$ cat config.mk
export PLATFORM = sky130hd
export DESIGN_NAME = regfile_scan_checker_scan_compare
export DESIGN_NICKNAME = d
export VERILOG_FILES = /design/src/rtl/regfile_scan_checker_pkg.sv /design/src/rtl/regfile_scan_checker_scan_compare.sv
export SDC_FILE = /design/constraint.sdc
export NUM_CORES = 1
export LEC_CHECK = 0
export CAP_MARGIN = 20
export CELL_PAD_IN_SITES_DETAIL_PLACEMENT = 2
export CELL_PAD_IN_SITES_GLOBAL_PLACEMENT = 2
export CORE_ASPECT_RATIO = 1.1
export CORE_MARGIN = 8
export CORE_UTILIZATION = 31
export CTS_BUF_LIST = sky130_fd_sc_hd__clkbuf_8
export CTS_CLUSTER_SIZE = 16
export DETAILED_ROUTE_END_ITERATION = 6
export GPL_TIMING_DRIVEN = 0
export PLACE_DENSITY_LB_ADDON = 0.12
export SKIP_LAST_GASP = 1
export SLEW_MARGIN = 20
export SYNTH_ARGS = -nofsm -noshare
export SYNTH_HDL_FRONTEND = slang
export SYNTH_SLANG_ARGS = --single-unit
export TNS_END_PERCENT = 5
$ cat constraint.sdc
create_clock -name clock -period 5.4 [get_ports clock]
set_clock_uncertainty 0.15 [all_clocks]
set_input_delay 1.08 -clock clock [delete_from_list [all_inputs] [get_ports clock]]
set_output_delay 1.08 -clock clock [all_outputs]
set_load 0.01 [all_outputs]
$ cat src/rtl/regfile_scan_checker_pkg.sv
// ============================================================================
// regfile_scan_checker_pkg : shared types and sizes for the regfile scan harness
// Rev 1.0
// ============================================================================
`default_nettype none

package regfile_scan_checker_pkg;

  localparam int NUM_REGS  = 32;
  localparam int REG_IDX_W = 5;
  localparam int ERR_W     = 6;

  typedef enum logic [2:0] {
    ST_IDLE  = 3'd0,
    ST_RUN   = 3'd1,
    ST_SCAN  = 3'd2,
    ST_DRAIN = 3'd3,
    ST_DONE  = 3'd4
  } state_e;

endpackage

`default_nettype wire

$ cat src/rtl/regfile_scan_checker_scan_compare.sv
// ============================================================================
// regfile_scan_checker_scan_compare : aligns regA with the ROM word and counts
// mismatches.  Rev 1.0
// ============================================================================
`default_nettype none

module regfile_scan_checker_scan_compare
  import regfile_scan_checker_pkg::*;
#(
  parameter int DATA_W = 32
) (
  input  logic                 clock,
  input  logic                 reset,
  input  logic                 clear_i,
  input  logic                 issue_valid_i,
  input  logic [REG_IDX_W-1:0] issue_idx_i,
  input  logic [DATA_W-1:0]    regA_i,
  input  logic [DATA_W-1:0]    exp_data_i,
  output logic                 mismatch_valid_o,
  output logic [REG_IDX_W-1:0] mismatch_reg_o,
  output logic [DATA_W-1:0]    mismatch_exp_o,
  output logic [DATA_W-1:0]    mismatch_act_o,
  output logic [ERR_W-1:0]     err_count_o
);

  logic                 tag_valid_q;
  logic [REG_IDX_W-1:0] tag_idx_q;
  logic [DATA_W-1:0]    tag_act_q;
  logic                 mis_d;

  // The ROM answers one cycle after its address, so regA is held for a cycle to meet it.
  assign mis_d = tag_valid_q && (exp_data_i != tag_act_q);

  always_ff @(posedge clock or posedge reset) begin
    if (reset) begin
      tag_valid_q      <= 1'b0;
      tag_idx_q        <= '0;
      tag_act_q        <= '0;
      mismatch_valid_o <= 1'b0;
      mismatch_reg_o   <= '0;
      mismatch_exp_o   <= '0;
      mismatch_act_o   <= '0;
      err_count_o      <= '0;
    end else begin
      tag_valid_q      <= issue_valid_i;
      tag_idx_q        <= issue_idx_i;
      tag_act_q        <= regA_i;
      mismatch_valid_o <= mis_d;
      if (mis_d) begin
        mismatch_reg_o <= tag_idx_q;
        mismatch_exp_o <= exp_data_i;
        mismatch_act_o <= tag_act_q;
      end
      if (clear_i) begin
        err_count_o <= '0;
      end else if (mis_d) begin
        err_count_o <= err_count_o + 1'b1;
      end
    end
  end

endmodule

`default_nettype wire

# ---- Word level (Yosys, flattened, before mapping)
# Cells that the tools add are included.
dict set report word_totals {
  reg_bits 114
  input_bits 73
  out_inout_bits 76
}
dict set report op_classes {
  n_addsub 1
  eq_ne 1
  mux 2
  n_reduce_logical 2
}
# cell n
set ops {}
lappend ops {{32-bit inequality test} 1}
lappend ops {{6-bit two-way mux} 2}
lappend ops {{6-bit by 1-bit adder with 6-bit output (second input constant)} 1}
lappend ops {{2-bit nonzero test} 1}
lappend ops {{1-bit logical AND} 1}

# ---- Logic depth before layout (Yosys ltp)
dict set report logic_depth {
  ltp_word 4
  mapped_depth 8
}

# ---- Least setup slack after synthesis
# OpenSTA, ideal clock, no wires.
dict set report synth_timing {
  path_kind {input to register}
  from {in exp_data_i[17]}
  to {reg mismatch_exp_o[10]}
  setup_time_ps 127
  t_arrival_ps 2506
  path_slack_ps 2616
  path_stages 7
  path_buffers 2
  cell_sequence {xor2_1 > nor4_1 > nand4_1 > o21ai_2 > buf_6 > buf_6 > mux2_1}
}
dict set report synth_between {
  elab_chain_cells 2
}
# element line
set synth_rtl {}
lappend synth_rtl {{start, declared} regfile_scan_checker_scan_compare.sv:18} ;# input logic [DATA_W-1:0] exp_data_i,
lappend synth_rtl {{32-bit inequality test} regfile_scan_checker_scan_compare.sv:32} ;# assign mis_d = tag_valid_q && (exp_data_i != tag_act_q);
lappend synth_rtl {{1-bit logical AND} regfile_scan_checker_scan_compare.sv:32}
lappend synth_rtl {{end signal, assigned} regfile_scan_checker_scan_compare.sv:51} ;# mismatch_exp_o <= exp_data_i;
lappend synth_rtl {{end, declared} regfile_scan_checker_scan_compare.sv:21} ;# output logic [DATA_W-1:0] mismatch_exp_o,
# No other way between the ends.
# A chain may end at the register's enable or synchronous reset.

# ---- Worst setup path after layout
dict set report layout_timing {
  from {in exp_data_i[24]}
  to {reg mismatch_exp_o[10]}
}
# The elaborated chain is that of the path after synthesis.

==> impl_summary.log <==
INFO  metric start_util = between 30% and 40%
INFO  metric antenna_violating_nets_post_route = 0
INFO  metric tritoncts = yes
INFO  metric io_pins = between 100 and 150
INFO  metric netlist_area = 4180 µm²
INFO  metric cts-root-buf = sky130_fd_sc_hd__clkbuf_8
INFO  metric clock_sinks = 114
INFO  metric num-nets-final = 499
INFO  metric critical_path.max_fanout = 10
INFO  metric final-seq-area = roughly 2900 µm²
INFO  metric setup_viol_count_final = 0
INFO  metric max_slew.worst_pin.slew = between 600 and 700 ps
INFO  metric yosys_register_bits = ~110
INFO  metric rows = 44
INFO  metric postCtsResizedCells = 0
INFO  metric status = complete, no violations
INFO  metric hold_slack = approximately 330 ps
INFO  metric netSwitchingPower = 0.000491 W
INFO  metric ctsLongestPathBuffers = 2
INFO  metric detailed_place_hpwl = 9290 µm
INFO  metric wl_per_cell = ~21 µm
INFO  metric report.final.slew_viol_count = 0
INFO  metric grt_remaining_overflow = 0
INFO  metric endpoint_kind = flop
INFO  metric final-hold-violation-count = 0
INFO  metric gr-usage-met3 = 7.16%
INFO  metric netlist.top_cell.by_area = sky130_fd_sc_hd__dfrtp_1
INFO  metric p_leak = between 2 and 3 nW
INFO  metric arrival_time_reported_for_the_critical_path_endpoint = 3710 ps
INFO  metric synthDominantCellAreaShare = between 60% and 70%
INFO  metric period_minus_slack = ~3500 ps
INFO  metric clockPowerShare = a little over a third
INFO  metric pre_cts_ws = about 1400 ps
INFO  metric grt-busiest-layer = met2
INFO  metric 1st_pass_router_iterations = 4
INFO  metric synth.avg_cell_area = ~16 µm²
INFO  metric fp.dieW = roughly 130 µm
INFO  metric pwr-share-seq = 47.8%
INFO  metric via_per_inst = approximately 4.6
INFO  metric grt_max_degree = 69
INFO  metric netlist_top_cells_area = sky130_fd_sc_hd__dfrtp_1, sky130_fd_sc_hd__mux2_2, sky130_fd_sc_hd__xor2_1
INFO  metric clkTransAtPathRegs = roughly 70 ps
INFO  metric detailedRoute.firstIterationViolations = 88
INFO  metric timing.final.ws_setup = around 1900 ps
INFO  metric synth_cell_types = 20
INFO  metric relSlewSlack = a little over half
INFO  metric fillerInstances = 1,311
INFO  metric final_util = 47.3%
INFO  metric min_delay_path_class = reg -> reg
INFO  metric global_route.usage.met2 = 26.3%
INFO  metric yosys_warnings = 0
INFO  metric finalCritPeriodShare = between 60% and 70%
INFO  metric drive_gt1_share = roughly a quarter
INFO  metric globalRouteMet1Util = 14.7%
INFO  metric clk-insertion-delay-late = about 430 ps
INFO  metric switching_share = 24.4%
INFO  metric p_int = between 0.0015 and 0.002 W
INFO  metric crit_path_start_kind = primary input
INFO  metric setup_repair_after_global_routing_missed_its_margin = no
INFO  metric syn-num-nets = ~330
INFO  metric worst-endpoint-required = 5560 ps
INFO  metric proportion_of_synthesized_chip_area_in_sequential_cells = about 68%
INFO  metric global_route.usage.total = 15.0%
INFO  metric gp_congestion = between 0.6 and 0.7
INFO  metric drc = 0
INFO  metric design.die.area = about 17,000 µm²
INFO  metric initial_antenna_violation_count = 0
INFO  metric num_antenna_cells = 0
INFO  metric numPortBuffers = 148
INFO  metric placeableCoreArea = roughly 13,000 µm²
INFO  metric grt_first_pass_wirelength = between 15,000 and 20,000 µm
INFO  metric pwr-share-comb = around 16%
INFO  metric height_of_the_chip = 138 µm
INFO  metric num_vias = approximately 2,700
INFO  metric cts-buffers-inserted = 17
INFO  metric routed_wire_length = approximately 12,000 µm
INFO  metric netlist_instances = between 200 and 300
INFO  metric max_cap_viols = 0
INFO  metric power.total = ~0.002 W
INFO  metric multi_input_area = roughly 1200 µm²
INFO  metric post_cts.repair.setup_buffers = 0
INFO  metric htree_num_levels = 4
INFO  metric vdd_ir_drop_max = 146 µV
INFO  metric p_per_area = roughly 320 nW/µm²
INFO  metric max_clock_freq = approximately 280 MHz
INFO  metric syn_to_final_growth = 49.5%
INFO  metric cts_hold_buffers = 0
INFO  metric timing_worst_setup_path_type = in -> reg
INFO  metric first_global_vias = between 3,000 and 4,000
==> cell usage after synthesis <==
library cell              count
sky130_fd_sc_hd__or3_1        3
sky130_fd_sc_hd__a21oi_1      4
sky130_fd_sc_hd__nand4_1      2
sky130_fd_sc_hd__buf_4        6
sky130_fd_sc_hd__o21ai_1      3
sky130_fd_sc_hd__xor2_1      33
sky130_fd_sc_hd__ha_1         1
sky130_fd_sc_hd__mux2i_1      1
sky130_fd_sc_hd__buf_6        2
sky130_fd_sc_hd__inv_1        3
sky130_fd_sc_hd__or4_1        1
sky130_fd_sc_hd__mux2_2      66
sky130_fd_sc_hd__dfrtp_1    114
sky130_fd_sc_hd__o31ai_1      1
sky130_fd_sc_hd__o21ai_2      1
sky130_fd_sc_hd__nor4_1       8
sky130_fd_sc_hd__nand3_1      2
sky130_fd_sc_hd__nor2_1       2
sky130_fd_sc_hd__nand2_1      1
sky130_fd_sc_hd__mux2_1       3
==> registers in the layout, summed over array words and instances, names as in the netlist <==
register          cells
mismatch_act_o       32
mismatch_exp_o       32
tag_act_q            32
err_count_o           6
mismatch_reg_o        5
tag_idx_q             5
mismatch_valid_o      1
tag_valid_q           1
==> power groups by stage <==
stage / Clock (W) / Sequential [W] / Combinational (W)
2_1_floorplan: 0 / 0.000997 / 0.0000973
3_3_place_gp: 0 / 0.000971 / 0.000326
3_5_place_dp: 0 / 0.000977 / 0.000336
4_1_cts: 0.000756 / 0.000961 / 0.000338
5_1_grt: 0.000789 / 0.000969 / 0.000354
6_report: 0.000722 / 0.000960 / 0.000327
==> area by class of cell <==
| class | count | area share, % |
|---|---|---|
| Sequential cell | 114 | 45.6 |
| Tap cell | 161 | 3.22 |
| Timing Repair Buffer | 149 | 24.1 |
| Buffer | 8 | 1.08 |
| Inverter | 3 | 0.260 |
| Clock buffer | 21 | 4.62 |
| Multi-Input combinational cell | 132 | 20.0 |
| Clock inverter | 9 | 1.06 |
==> layout by cell type, fill, tap and decap left out, types with 2 or more instances in the layout <==
cell	Yosys	final
sky130_fd_sc_hd__nand3_1	2	2
sky130_fd_sc_hd__xor2_1	33	33
sky130_fd_sc_hd__nor2_1	2	2
sky130_fd_sc_hd__clkbuf_8	0	21
sky130_fd_sc_hd__o21ai_1	3	3
sky130_fd_sc_hd__dfrtp_1	114	114
sky130_fd_sc_hd__clkdlybuf4s50_1	0	148
sky130_fd_sc_hd__inv_1	3	5
sky130_fd_sc_hd__a21oi_1	4	4
sky130_fd_sc_hd__buf_6	2	2
sky130_fd_sc_hd__nand4_1	2	2
sky130_fd_sc_hd__buf_4	6	6
sky130_fd_sc_hd__or3_1	3	3
sky130_fd_sc_hd__mux2_1	3	3
sky130_fd_sc_hd__mux2_2	66	66
sky130_fd_sc_hd__clkinv_2	0	5
sky130_fd_sc_hd__nor4_1	8	8
==> path summary, 6_finish.rpt <==
kind / start / cells past startpoint / endpoint / slack, ps
setup reg to reg: tag_act_q[24]$_DFF_PP0_ / 7 / mismatch_exp_o[10]$_DFFE_PP0P_ / 2600
setup / recovery: exp_data_i[24] / 8 / mismatch_exp_o[10]$_DFFE_PP0P_ / 1860
max in group asynchronous: reset / 3 / mismatch_act_o[18]$_DFFE_PP0P_ / 3520
hold / removal: tag_idx_q[0]$_DFF_PP0_ / 1 / mismatch_reg_o[0]$_DFFE_PP0P_ / 330
min in group asynchronous: reset / 2 / tag_idx_q[0]$_DFF_PP0_ / 890
hold reg to reg: tag_idx_q[0]$_DFF_PP0_ / 1 / mismatch_reg_o[0]$_DFFE_PP0P_ / 330
==> worst max-delay path: stages <==
cell	delay (ps)
sky130_fd_sc_hd__clkdlybuf4s50_1	440
sky130_fd_sc_hd__xor2_1	190
sky130_fd_sc_hd__nor4_1	620
sky130_fd_sc_hd__nand4_1	230
sky130_fd_sc_hd__o21ai_2	390
sky130_fd_sc_hd__buf_6	240
sky130_fd_sc_hd__buf_6	170
sky130_fd_sc_hd__mux2_1	330
==> stage by stage <==
step / setup TNS [ps] / std cells / area [µm²]
4_1_cts: 0 / 597 / 6250
3_5_place_dp: 0 / 567 / 5900
2_1_floorplan: 0 / 257 / 4180
3_3_place_gp: -70940 / 566 / 5860
5_1_grt: 0 / 597 / 6250
6_report: 0 / 597 / 6250
==> kinds of logic after synthesis <==
logic type / Yosys count / synth area share [%]
flip-flops: 114 / 68.2
multiplexers: 70 / 18.8
XOR/XNOR: 33 / 6.91
AND/OR/NAND/NOR: 19 / 2.63
buffers and inverters: 11 / 1.88
AO/OA/AOI/OAI: 9 / 1.23
adder cells (fa/ha/maj): 1 / 0.299
==> metal layers <==
| metal | wire length, µm | part of all wire (%) | vias up |
|---|---|---|---|
| met4 | 206 | 1.7 | 0 |
| met2 | 6560 | 53 | 92 |
| met3 | 1090 | 8.9 | 17 |
| met5 | 0 | 0 | - |
| met1 | 4450 | 36 | 1410 |
| li1 | - | - | 1227 |
(Power assumes the default switching activity.)
